$ cat src/rtl/count_dec_pkg.sv
// Shared types and defaults for the COUNT stream decoder.
// Event codes are visible on the ev_code port and must stay stable for status software.
package count_dec_pkg;

  localparam int DEF_W  = 4;
  localparam int DEF_CW = 8;

  typedef enum logic [1:0] {
    S_EMPTY,
    S_UNK,
    S_UP,
    S_DN
  } tracker_t;

  typedef enum logic [2:0] {
    EV_NONE,
    EV_HOLD,
    EV_UP,
    EV_DN,
    EV_RELOAD,
    EV_JUMP
  } ev_t;

endpackage

$ cat src/rtl/sat_counter.sv
// Event statistics counter that sticks at all-ones instead of wrapping.
module sat_counter #(
  parameter int CW = 8
) (
  input  logic          clk,
  input  logic          rst,
  input  logic          i_inc,
  input  logic          i_clr,
  output logic [CW-1:0] o_q,
  output logic          o_at_max
);

  logic [CW-1:0] r_q;

  always_ff @(posedge clk or posedge rst) begin
    if (rst)
      r_q <= '0;
    else if (i_clr)
      r_q <= '0;
    else if (i_inc && !o_at_max)
      r_q <= r_q + CW'(1);
  end

  assign o_q      = r_q;
  assign o_at_max = &r_q;

endmodule

$ cat src/rtl/count_stream_decoder.sv
// Watches a 4-bit up/down loadable counter's COUNT output and classifies each
// sample as hold / step / end-of-range reload / parallel-load jump.
module count_stream_decoder
  import count_dec_pkg::*;
#(
  parameter int W  = DEF_W,
  parameter int CW = DEF_CW
) (
  input  logic          clk,
  input  logic          rst,
  input  logic          i_sample_en,
  input  logic [W-1:0]  i_count_in,
  input  logic          i_clr,
  output logic          o_ev_valid,
  output ev_t           o_ev_code,
  output logic          o_dir_valid,
  output logic          o_dir_up,
  output logic [CW-1:0] o_up_steps,
  output logic [CW-1:0] o_dn_steps,
  output logic [CW-1:0] o_reloads,
  output logic [CW-1:0] o_jumps,
  output logic          o_sat_flag
);

  localparam logic [W-1:0] MAXV = '1;

  tracker_t     r_state;
  tracker_t     w_next;
  ev_t          w_ev;
  logic [W-1:0] r_prev;
  logic [W-1:0] w_delta;
  logic         r_ev_valid;
  ev_t          r_ev_code;
  logic         w_take;
  logic [3:0]   w_at_max;

  assign w_delta = i_count_in - r_prev;
  // A discarded sample (clr in the same cycle) must not touch state or stats.
  assign w_take  = i_sample_en && !i_clr;

  // Priority order matters: the end-of-range checks must beat the +/-1 step
  // checks so that MAX->0 going up (and 0->MAX going down) counts as RELOAD.
  always_comb begin
    w_ev   = EV_NONE;
    w_next = r_state;
    if (r_state == S_EMPTY) begin
      w_next = S_UNK;
    end else if (w_delta == '0) begin
      w_ev = EV_HOLD;
    end else if (r_prev == MAXV && r_state == S_UP && i_count_in != MAXV) begin
      w_ev = EV_RELOAD;
    end else if (r_prev == '0 && r_state == S_DN && i_count_in != '0) begin
      w_ev = EV_RELOAD;
    end else if (w_delta == W'(1)) begin
      w_ev   = EV_UP;
      w_next = S_UP;
    end else if (w_delta == MAXV) begin
      w_ev   = EV_DN;
      w_next = S_DN;
    end else begin
      w_ev   = EV_JUMP;
      w_next = S_UNK;
    end
  end

  always_ff @(posedge clk or posedge rst) begin
    if (rst) begin
      r_state    <= S_EMPTY;
      r_prev     <= '0;
      r_ev_valid <= 1'b0;
      r_ev_code  <= EV_NONE;
    end else if (i_clr) begin
      r_state    <= S_EMPTY;
      r_prev     <= '0;
      r_ev_valid <= 1'b0;
      r_ev_code  <= EV_NONE;
    end else if (i_sample_en) begin
      r_state    <= w_next;
      r_prev     <= i_count_in;
      r_ev_valid <= (w_ev != EV_NONE);
      r_ev_code  <= w_ev;
    end else begin
      r_ev_valid <= 1'b0;
      r_ev_code  <= EV_NONE;
    end
  end

  sat_counter #(.CW(CW)) u_up (
    .clk(clk), .rst(rst), .i_inc(w_take && w_ev == EV_UP), .i_clr(i_clr),
    .o_q(o_up_steps), .o_at_max(w_at_max[0])
  );
  sat_counter #(.CW(CW)) u_dn (
    .clk(clk), .rst(rst), .i_inc(w_take && w_ev == EV_DN), .i_clr(i_clr),
    .o_q(o_dn_steps), .o_at_max(w_at_max[1])
  );
  sat_counter #(.CW(CW)) u_reload (
    .clk(clk), .rst(rst), .i_inc(w_take && w_ev == EV_RELOAD), .i_clr(i_clr),
    .o_q(o_reloads), .o_at_max(w_at_max[2])
  );
  sat_counter #(.CW(CW)) u_jump (
    .clk(clk), .rst(rst), .i_inc(w_take && w_ev == EV_JUMP), .i_clr(i_clr),
    .o_q(o_jumps), .o_at_max(w_at_max[3])
  );

  // Counters only leave all-ones via clr/rst, the same as the flag, so the
  // OR of their saturation bits is already sticky.
  assign o_sat_flag  = |w_at_max;
  assign o_ev_valid  = r_ev_valid;
  assign o_ev_code   = r_ev_code;
  assign o_dir_valid = (r_state == S_UP) || (r_state == S_DN);
  assign o_dir_up    = (r_state == S_UP);

endmodule

$ cat config.mk
export PLATFORM = sky130hd
export DESIGN_NAME = count_stream_decoder
export DESIGN_NICKNAME = d
export VERILOG_FILES = /design/src/rtl/count_dec_pkg.sv /design/src/rtl/sat_counter.sv /design/src/rtl/count_stream_decoder.sv
export SDC_FILE = /design/constraint.sdc
export NUM_CORES = 1
export LEC_CHECK = 0
export CAP_MARGIN = 40
export CELL_PAD_IN_SITES_DETAIL_PLACEMENT = 0
export CELL_PAD_IN_SITES_GLOBAL_PLACEMENT = 1
export CORE_ASPECT_RATIO = 1.75
export CORE_UTILIZATION = 35
export CTS_BUF_LIST = sky130_fd_sc_hd__clkbuf_16
export DETAILED_ROUTE_END_ITERATION = 12
export GPL_ROUTABILITY_DRIVEN = 1
export PLACE_DENSITY_LB_ADDON = 0.1
export REMOVE_ABC_BUFFERS = 1
export SLEW_MARGIN = 20
export SYNTH_ARGS = -nofsm -noshare
export SYNTH_HDL_FRONTEND = slang
export SYNTH_SLANG_ARGS = --single-unit
$ cat constraint.sdc
create_clock -name clk -period 2.7 [get_ports clk]
set_clock_uncertainty 0.2 [all_clocks]
set_input_delay 0.54 -clock clk [delete_from_list [all_inputs] [get_ports clk]]
set_output_delay 0.54 -clock clk [all_outputs]
set_load 0.02 [all_outputs]
* Word-level counts from Yosys, hierarchy flattened
Index checks and enable logic that the tools add are counted.
** Word-level totals
- Input bits :: 8
- Word-level logic and storage cells :: 89
- Flip-flop bits (word level) :: 42
- Output and inout bits :: 39
** Cells by class
- Reductions and logical operators :: 35
- Equal/unequal tests :: 13
- Add/subtract/negate cells :: 5
- Mux-type cells :: 28
** Operator list (number)
- $mux W8 :: 8
- $add A8 B1 Y8 const B :: 4
- $reduce_and A8 Y1 :: 4
- $mux W3 :: 8
- $mux W2 :: 8
- $logic_and A1 B1 Y1 :: 13
- $reduce_bool A2 Y1 :: 5
- $ne A3 B3 Y1 const B :: 3
- $eq A4 B4 Y1 const B :: 2
- $logic_not A4 Y1 :: 2
- $mux W4 :: 2
- $eq A3 B2 Y1 const B :: 2
- $eq A3 B3 Y1 const B :: 2
- $logic_not A1 Y1 :: 5
- $eq A2 B2 Y1 const B :: 2
- $eq A4 B1 Y1 const B :: 1
- $ne A4 B4 Y1 const B :: 1
- $reduce_and A4 Y1 :: 1
- $reduce_bool A4 Y1 :: 1
- $reduce_or A4 Y1 :: 1
- $sub A4 B4 Y4 :: 1
- $reduce_bool A3 Y1 :: 1
- $logic_not A2 Y1 :: 1
- $mux W1 :: 2
- $logic_or A1 B1 Y1 :: 1

* Longest topological paths before layout
Gate-level depths: netlist (run 1).
- Word-level depth :: 13
- Gate-level depth with buffers :: 10
- Mapped depth without buffers :: 9

* By module
From an unflattened synthesis (run 1), not the netlist that was laid out.
** Second synthesis, totals
- Cell total of the unflattened synthesis :: 260
- Area, all modules :: 2563.7 µm²
** Modules (own cells, without submodules)
- sat_counter :: cells each 46, area each 471.7 µm², instances 4
- count_stream_decoder :: cells each 76, area each 676.9 µm², instances 1

* Worst setup path before layout (run 1)
Ideal clock, no wire load.
- Kind :: input -> register
- Start :: in i_count_in[0]
- End :: reg u_jump.r_q[7] (netlist: u_jump.o_q[7])
- Setup slack :: -0.284 ns
- Arrival time :: 2.706 ns
- Cell stages on the path :: 10
- Required time :: 2.422 ns
- Path buffers :: 1
- Library setup time :: 0.078 ns
- Cell sequence :: inv_1 ha_1 fa_1 xor2_1 or3_1 nor3_1 or4_1 buf_2 or4_1 a21oi_1
** Between the ends
- Longest elaborated chain between the ends :: 12
- Elaborated cells on any way between the ends :: 18
- Classes of those cells :: add/sub: 1; eq/ne: 4; mux: 6; reduce/logical: 7
** RTL lines
- start: declaration :: line count_stream_decoder.sv:12 : input logic [W-1:0] i_count_in,
- $sub A4 B4 Y4 :: line count_stream_decoder.sv:37 : assign w_delta = i_count_in - r_prev;
- $eq A4 B4 Y1 :: line count_stream_decoder.sv:57 : end else if (w_delta == MAXV) begin
- $mux W3 :: line count_stream_decoder.sv:57
- $mux W3 :: line count_stream_decoder.sv:54 : end else if (w_delta == W'(1)) begin
- $mux W3 :: line count_stream_decoder.sv:52 : end else if (r_prev == '0 && r_state == S_DN && i_count_in != '0) begin
- $mux W3 :: line count_stream_decoder.sv:50 : end else if (r_prev == MAXV && r_state == S_UP && i_count_in != MAXV) begin
- $mux W3 (*) :: line count_stream_decoder.sv:48 : end else if (w_delta == '0) begin
- $mux W3 (*) :: line count_stream_decoder.sv:46 : if (r_state == S_EMPTY) begin
- $eq A3 B3 Y1 (*) :: line count_stream_decoder.sv:101 : .clk(clk), .rst(rst), .i_inc(w_take && w_ev == EV_JUMP), .i_clr(i_clr),
- $logic_and A1 B1 Y1 (*) :: line count_stream_decoder.sv:101
- $logic_and A1 B1 Y1 (*) :: line sat_counter.sv:20 : else if (i_inc && !o_at_max)
- $reduce_bool A2 Y1 (no source line) (*)
- end signal: assignment :: line sat_counter.sv:21 : r_q <= r_q + CW'(1);
- end: declaration :: line sat_counter.sv:13 : logic [CW-1:0] r_q;
Every way passes the cells marked *; elsewhere a longest branch is shown, timed or not.
A chain may end at the register's enable or synchronous reset.

* Worst setup path in the final report (run 1)
- Start :: in i_count_in[1]
- End :: reg u_jump.r_q[5] (netlist: u_jump.o_q[5])
Same word-level chain as after synthesis.

==> results by group, run 1 <==
Outcome
  – Status: finished, violations left
  – Failing checks: negative setup slack

Setup path
  – Crit path cell chain: buf_2 -> buf_6 -> ha_1 -> nand3b_1 -> and3_4 -> o211a_4 -> buf_6 -> or4b_4 -> or3_1 -> a21oi_1
  – CP max stage cell: or4b_4
  – Cell with the most instances on the worst path: buf_6
  – Worst R2R Path Depth: 9
  – Startpoint types: input port
  – Crit path capture type: flop
  – CP Class: in -> reg
  – Max Fanout on Critical Path: 5
  – Reg2Reg Launch Point: r_prev[2]
  – CP arrival: approximately 2.8 ns
  – Worst r2r dst: u_jump.o_q[5]
  – CP Data Required Time: approximately 2.7 ns
  – R2R Setup Slk: -0.09 ns
  – Max incr delay on CP: 0.50 ns

Min path
  – Worst hold path class: reg -> reg
  – Hold endpoint: u_reload.o_q[6]
  – Hold depth: 2
  – Worst hold start: u_reload.o_q[6]

Synthesis
  – Async set-reset flop share out of synthesis: 1.00
  – Yosys Warn Count: 0
  – Post-synth EDFFs: 0
  – Sequential area share after synthesis: 0.444
  – Mean post-synth cell area: 9.51 µm²
  – Mapped Cells: roughly 250
  – Distinct cell type count after synthesis: 44
  – Post-synth top flop: dfrtp_1
  – Mapped Area: ~2400 µm²
  – Synth Register Bits: 42

Placement
  – Worst slack, placed: -0.934 ns
  – DP HPWL: between 4 and 5 mm
  – Routability-driven placement congestion ratio: 0.785
  – Dpl cell area: ~3200 µm²
  – Dpl cells: 404
  – Port Buffers: 46

Floorplan
  – Die area: between 7000 and 8000 µm²
  – Floorplan core area: between 6000 and 7000 µm²
  – Chip Height: roughly 110 µm
  – Row cnt: 39
  – # IOs: between 40 and 50
  – Initial Util: 0.362
  – Die W: ~64 µm

Detailed routing
  – Initial DRT Pass Iterations: 4
  – Final wirelength: around 6.4 mm
  – Vias/cell: 5.23
  – Post-DRT Antenna Nets: 0
  – WL per Instance: between 15 and 20 µm
  – 1st-iter DRT viols: 76
  – Vias: between 2000 and 2500
  – Number of remaining DRC errors: 0

Final layout
  – Most common cell after layout, fill and taps aside: buf_4
  – Post-route cell area: 3690 µm²
  – Nets: ~360
  – ANT cells: 0
  – Share of post-route cells with drive strength above 1: 0.312
  – Final core occ: 0.565
  – Fin cells: about 430
  – Most frequent cells in the layout: 44 x buf_4, 41 x dfrtp_1, 39 x clkdlybuf4s50_1, 29 x nor2_1, 14 x inv_1
  – Area growth from synthesis to layout: 56.0%

Clock network
  – Root Driver: clkbuf_16
  – CTS Buffer Depth: 2
  – Clk Latency, worst-skew pair: a little under 0.3 ns
  – CTS tree: built
  – Clock transition at path regs: around 0.060 ns
  – Sink Count: 42
  – CTS H-tree lvls: 2
  – TritonCTS Buffers: 5

Timing
  – Tcrit/Tclk final: 1.04
  – Final critical-path required period: ~2.8 ns
  – Setup violations, final: 12
  – Setup_tns: -0.480 ns
  – Worst Tran Pin Value: roughly 0.55 ns
  – Worst rel slew slack: 0.631
  – Slew Limit Fails: 0
  – Max Clock Freq: ~360 MHz
  – Setup WS post-layout: -0.104 ns
  – RSZ-0062 raised after global routing: yes
  – Final Hold Viols: 0

Power
  – PwrDens: ~400 nW/µm²
  – Maximum VDD drop: around 0.36 mV
  – P_leak: about 1.6 nW
  – Clock power share: 0.386
  – Internal Dissipation: between 1 and 1.5 mW
  – Switching portion of total power: 0.258
  – Comb pwr share: 0.175
  – Power share of the sequential group: 0.439
  – Switching power: ~0.38 mW

Global routing
  – Remaining global-route overflow: 0
  – Initial antenna violation count: 0
  – Largest net degree at the start of global routing: 43
  – Vias in the first global route: 2183
  – GRT Util Overall: 0.194
  – First-pass GRT wire length: about 11 mm

Flow run
  – Max-cap check violation count: 0
flip-flops by register name, summed over array words and instances, names as in the netlist:
register	flops
u_up.o_q	8
o_ev_valid	1
o_ev_code	3
r_state	2
u_jump.o_q	8
u_reload.o_q	8
u_dn.o_q	8
r_prev	4
cell families after synthesis:
group                    Yosys count  share of synthesized area
flip-flops                        42                      0.444
AND/OR/NAND/NOR                  108                      0.258
adder cells (fa/ha/maj)            8                     0.0454
multiplexers                      11                     0.0481
XOR/XNOR                          14                     0.0518
buffers and inverters             26                     0.0433
AO/OA/AOI/OAI                     40                      0.109
metrics by stage:
stage / total power [mW] / hold slack [ns]
after floorplan: 0.736 / 0.316
after global placement: 0.838 / 0.346
after detailed placement: 0.839 / 0.341
after CTS: 1.46 / 0.356
after global routing: 1.53 / 0.387
final: 1.47 / 0.355
timing repair:
action | in CTS | in global routing
pin swaps | 17 | 28
buffers inserted | 2 | 12
gates cloned | 0 | 0
endpoints found under the setup margin | 37 | 27
hold endpoints to repair | 0 | 0
hold buffers | 0 | 0
gates resized for setup | 46 | 33
power groups by stage:
stage / registers, mW / clock network (mW) / logic (mW)
2_1_floorplan: 0.661 / 0 / 0.0749
3_3_place_gp: 0.657 / 0 / 0.181
3_5_place_dp: 0.657 / 0 / 0.181
4_1_cts: 0.646 / 0.588 / 0.228
5_1_grt: 0.648 / 0.607 / 0.279
6_report: 0.647 / 0.569 / 0.258
worst max path at each step:
stage	startpoint	to	slack [ns]	depth (start not counted)
2_1_floorplan	i_count_in[0]	u_jump.o_q[7]	-0.38	8
3_3_place_gp	i_count_in[0]	u_dn.o_q[7]	-0.92	9
3_5_place_dp	i_count_in[0]	u_dn.o_q[7]	-0.93	9
4_1_cts	r_prev[0]	u_jump.o_q[7]	-0.17	8
5_1_grt	r_prev[0]	u_jump.o_q[7]	-0.19	9
6_report	i_count_in[1]	u_jump.o_q[5]	-0.10	10
synth_stat cells, types with 2 or more instances:
cell	n	area [µm²]
o21ai_0	5	25.0
ha_1	7	87.6
a211oi_1	8	60.1
or4_1	6	45.0
xnor2_1	9	78.8
and4_1	3	26.3
o211ai_1	2	15.0
nand2_1	8	30.0
nand3_1	11	55.1
dfrtp_1	42	1050
o32ai_1	2	17.5
xor2_1	5	43.8
and2_1	3	18.8
nor2_1	30	113
and3_1	7	43.8
nor3_1	4	20.0
or3_1	7	43.8
nor2b_1	4	25.0
mux2i_1	8	80.1
or4b_1	2	20.0
nor4_2	3	37.5
a21oi_1	14	70.1
mux2_2	3	33.8
nand4_1	11	68.8
o31ai_1	5	37.5
inv_1	15	56.3
clkbuf_1	8	30.0
per-layer routing:
metal  vias to the layer above  track usage  share of wire
li1                       1086            -              -
met1                      1087        0.224           0.40
met3                        12       0.0360          0.030
met4                         0       0.0889          0.026
met2                        39        0.339           0.54
met5                         -            0              0
final cells by class:
cell class | count | area [µm²]
clock inverters | 2 | 7.51
well taps | 82 | 103
flip-flops and latches | 42 | 1050
multi-input cells | 181 | 1490
repair buffers | 98 | 866
inverters | 15 | 56.3
clock buffers | 5 | 125
fillers | 644 | 2840
critical path: cells and delay by family:
kind	cells	cell delay, ns
buf+inv	3	0.36
compound gates	2	0.40
simple gates	4	1.24
fa+ha+maj	1	0.26
No activity file was read; power rests on OpenSTA's default activity.
==> run 2: changes to the inputs <==
--- a/config.mk
+++ b/config.mk
@@ -14,7 +14,6 @@
 export DETAILED_ROUTE_END_ITERATION = 12
 export GPL_ROUTABILITY_DRIVEN = 1
 export PLACE_DENSITY_LB_ADDON = 0.1
-export REMOVE_ABC_BUFFERS = 1
 export SLEW_MARGIN = 20
 export SYNTH_ARGS = -nofsm -noshare
 export SYNTH_HDL_FRONTEND = slang
==> run 2 against run 1 <==
Non-clock buffer count down 15. Design area down 3.7%. Largest cell class unchanged. Critical path depth down 2. Final cell count down 3.3%. Count of clock-buffer cells in the layout unchanged. Die area unchanged. Combinational power down 11%. Sequential power about the same. Routed wire length down 1.5%. Sequential cell count unchanged. The flow still finishes with violations (negative setup slack).
==> results by group, run 2 (synthesized netlist as in run 1, its figures left out) <==
Timing
  – Worst rel slew slack: 0.510 (-0.121)
  – Final critical-path required period: 2.73 ns (-0.0695 ns)
  – Tcrit/Tclk final: 1.01 (-0.0257)
  – RSZ-0062 raised after global routing: yes
  – Setup_tns: -0.0359 ns (+0.444 ns)
  – Setup violations, final: 2 (-10)
  – Slew Limit Fails: 0 (unchanged)
  – Final Hold Viols: 0 (unchanged)
  – Setup WS post-layout: -0.0345 ns (+0.0695 ns)
  – Worst Tran Pin Value: 0.730 ns (+0.177 ns)
  – Max Clock Freq: 366 MHz (+2.5%)

Global routing
  – Initial antenna violation count: 0 (unchanged)
  – Remaining global-route overflow: 0 (unchanged)
  – GRT Util Overall: 0.194 (about the same)
  – Vias in the first global route: 2256 (+3.3%)
  – First-pass GRT wire length: 10.7 mm (about the same)
  – Largest net degree at the start of global routing: 42 (-2.3%)

Setup path
  – Cell with the most instances on the worst path: or3_4
  – CP Class: reg -> reg
  – CP arrival: 2.76 ns (-0.05 ns)
  – CP max stage cell: fa_2
  – CP Data Required Time: 2.72 ns (about the same)
  – Startpoint types: flop
  – Max Fanout on Critical Path: 4 (-1)
  – Max incr delay on CP: 0.57 ns (+0.07 ns)
  – R2R Setup Slk: -0.03 ns (+0.06 ns)
  – Crit path cell chain: ha_4 -> fa_2 -> or3_4 -> nor3_2 -> buf_4 -> or4b_4 -> or3_4 -> a21oi_2
  – Crit path capture type: flop

Final layout
  – Most common cell after layout, fill and taps aside: dfrtp_1
  – ANT cells: 0 (unchanged)
  – Most frequent cells in the layout: 40 x dfrtp_1, 39 x clkdlybuf4s50_1, 31 x buf_4, 30 x nor2_1, 13 x inv_1
  – Nets: 344 (-4.2%)
  – Fin cells: 411 (-3.3%)
  – Area growth from synthesis to layout: 50.2%
  – Filler cells: 628 (-2.5%)
  – Share of post-route cells with drive strength above 1: 0.271 (-0.0414)
  – Post-route cell area: 3560 µm² (-3.7%)

Detailed routing
  – Initial DRT Pass Iterations: 5 (+1)
  – 1st-iter DRT viols: 65 (-14%)
  – Post-DRT Antenna Nets: 0 (unchanged)
  – Vias/cell: 5.33 (+1.9%)
  – WL per Instance: 15.3 µm (+1.9%)
  – Final wirelength: 6.31 mm (-1.5%)
  – Vias: 2192 (-1.4%)
  – Number of remaining DRC errors: 0 (unchanged)

Clock network
  – TritonCTS Buffers: 5 (unchanged)
  – Hold_buf cts: 0 (unchanged)
  – Sink Count: 42 (unchanged)
  – Clock transition at path regs: 0.06 ns (about the same)
  – CTS H-tree lvls: 2 (unchanged)
  – Clk Latency, worst-skew pair: 0.29 ns (about the same)
  – CTS tree: built
  – CTS Buffer Depth: 2 (unchanged)
  – Root Driver: clkbuf_16

Placement
  – Dpl cell area: 3230 µm² (+1.9%)
  – Routability-driven placement congestion ratio: 0.854 (+8.8%)
  – Port Buffers: 46 (unchanged)
  – Dpl cells: 400 (-0.99%)
  – DP HPWL: 4.51 mm (+1.6%)
  – Worst slack, placed: -0.833 ns (+0.101 ns)

Power
  – Maximum VDD drop: 0.366 mV (+1.3%)
  – PwrDens: 441 nW/µm² (+11%)
  – Tot Pwr: 1.57 mW (+6.5%)
  – P_leak: 1.46 nW (-6.1%)

Flow run
  – Max-cap check violation count: 0 (unchanged)

Floorplan
  – # IOs: 47 (unchanged)
  – Initial Util: 0.362 (unchanged)
  – Floorplan core area: 6540 µm² (unchanged)
  – Row cnt: 39 (unchanged)
  – Die area: 7110 µm² (unchanged)
  – Die W: 64.2 µm (unchanged)
  – Chip Height: 111 µm (unchanged)

Synthesis
  – Synthesized net count: roughly 270

Outcome
  – Status: finished, violations left
  – Failing checks: negative setup slack

Min path
  – Worst hold path class: reg -> reg
==> run 2: report_power, final <==
part           switching (mW)  total [mW]  internal [mW]
Sequential            0.00911       0.647          0.638
Combinational           0.121       0.229          0.108
Clock                   0.256       0.692          0.436
==> run 2: layout make-up <==
type / count / area (µm²) / area share
timing repair buffer: 83 / 753 / 0.212
clock inverter: 3 / 45.0 / 0.0127
inverter: 15 / 63.8 / 0.0179
clock buffer: 5 / 125 / 0.0352
tap: 82 / 103 / 0.0288
multi-input combinational: 181 / 1420 / 0.398
sequential: 42 / 1050 / 0.296
==> run 2: routing by layer <==
layer  vias to the layer above  wire length (µm)  GRT usage
met5                         -                 0          0
li1                       1056                 -          -
met4                         0               171     0.0815
met1                      1079              2430      0.220
met2                        43              3480      0.348
met3                        14               226     0.0350
==> run 2: timing repair <==
action                     CTS  global route
gates resized for setup     28            22
setup endpoints to repair   35            27
pin swaps                   11             9
setup buffers                1             2
==> run 2: final timing paths <==
check                              startpoint  cells past startpoint       endpoint
worst max-delay path                r_prev[0]                      8  u_jump.o_q[5]
worst min-delay path            u_jump.o_q[2]                      1  u_jump.o_q[2]
worst max register to register      r_prev[0]                      8  u_jump.o_q[5]
worst min register to register  u_jump.o_q[2]                      1  u_jump.o_q[2]
max in group asynchronous                 rst                      3      r_prev[1]
min in group asynchronous                 rst                      2  u_jump.o_q[2]
==> run 2: worst max-delay path: cells and delay by family (launching register included) <==
family / cells / cell delay [ns]
AOI/OAI and AO/OA: 1 / 0.11
adders and majority gates: 2 / 0.74
buffers and inverters: 1 / 0.15
DFF: 1 / 0.44
and+or+nand+nor: 4 / 1.03
==> run 2: through the flow <==
stage	hold WS, ns	utilization
2_1_floorplan	0.316	-
5_1_grt	0.403	0.544
3_5_place_dp	0.365	0.494
6_report	0.373	0.544
4_1_cts	0.384	0.531
3_3_place_gp	0.355	0.494
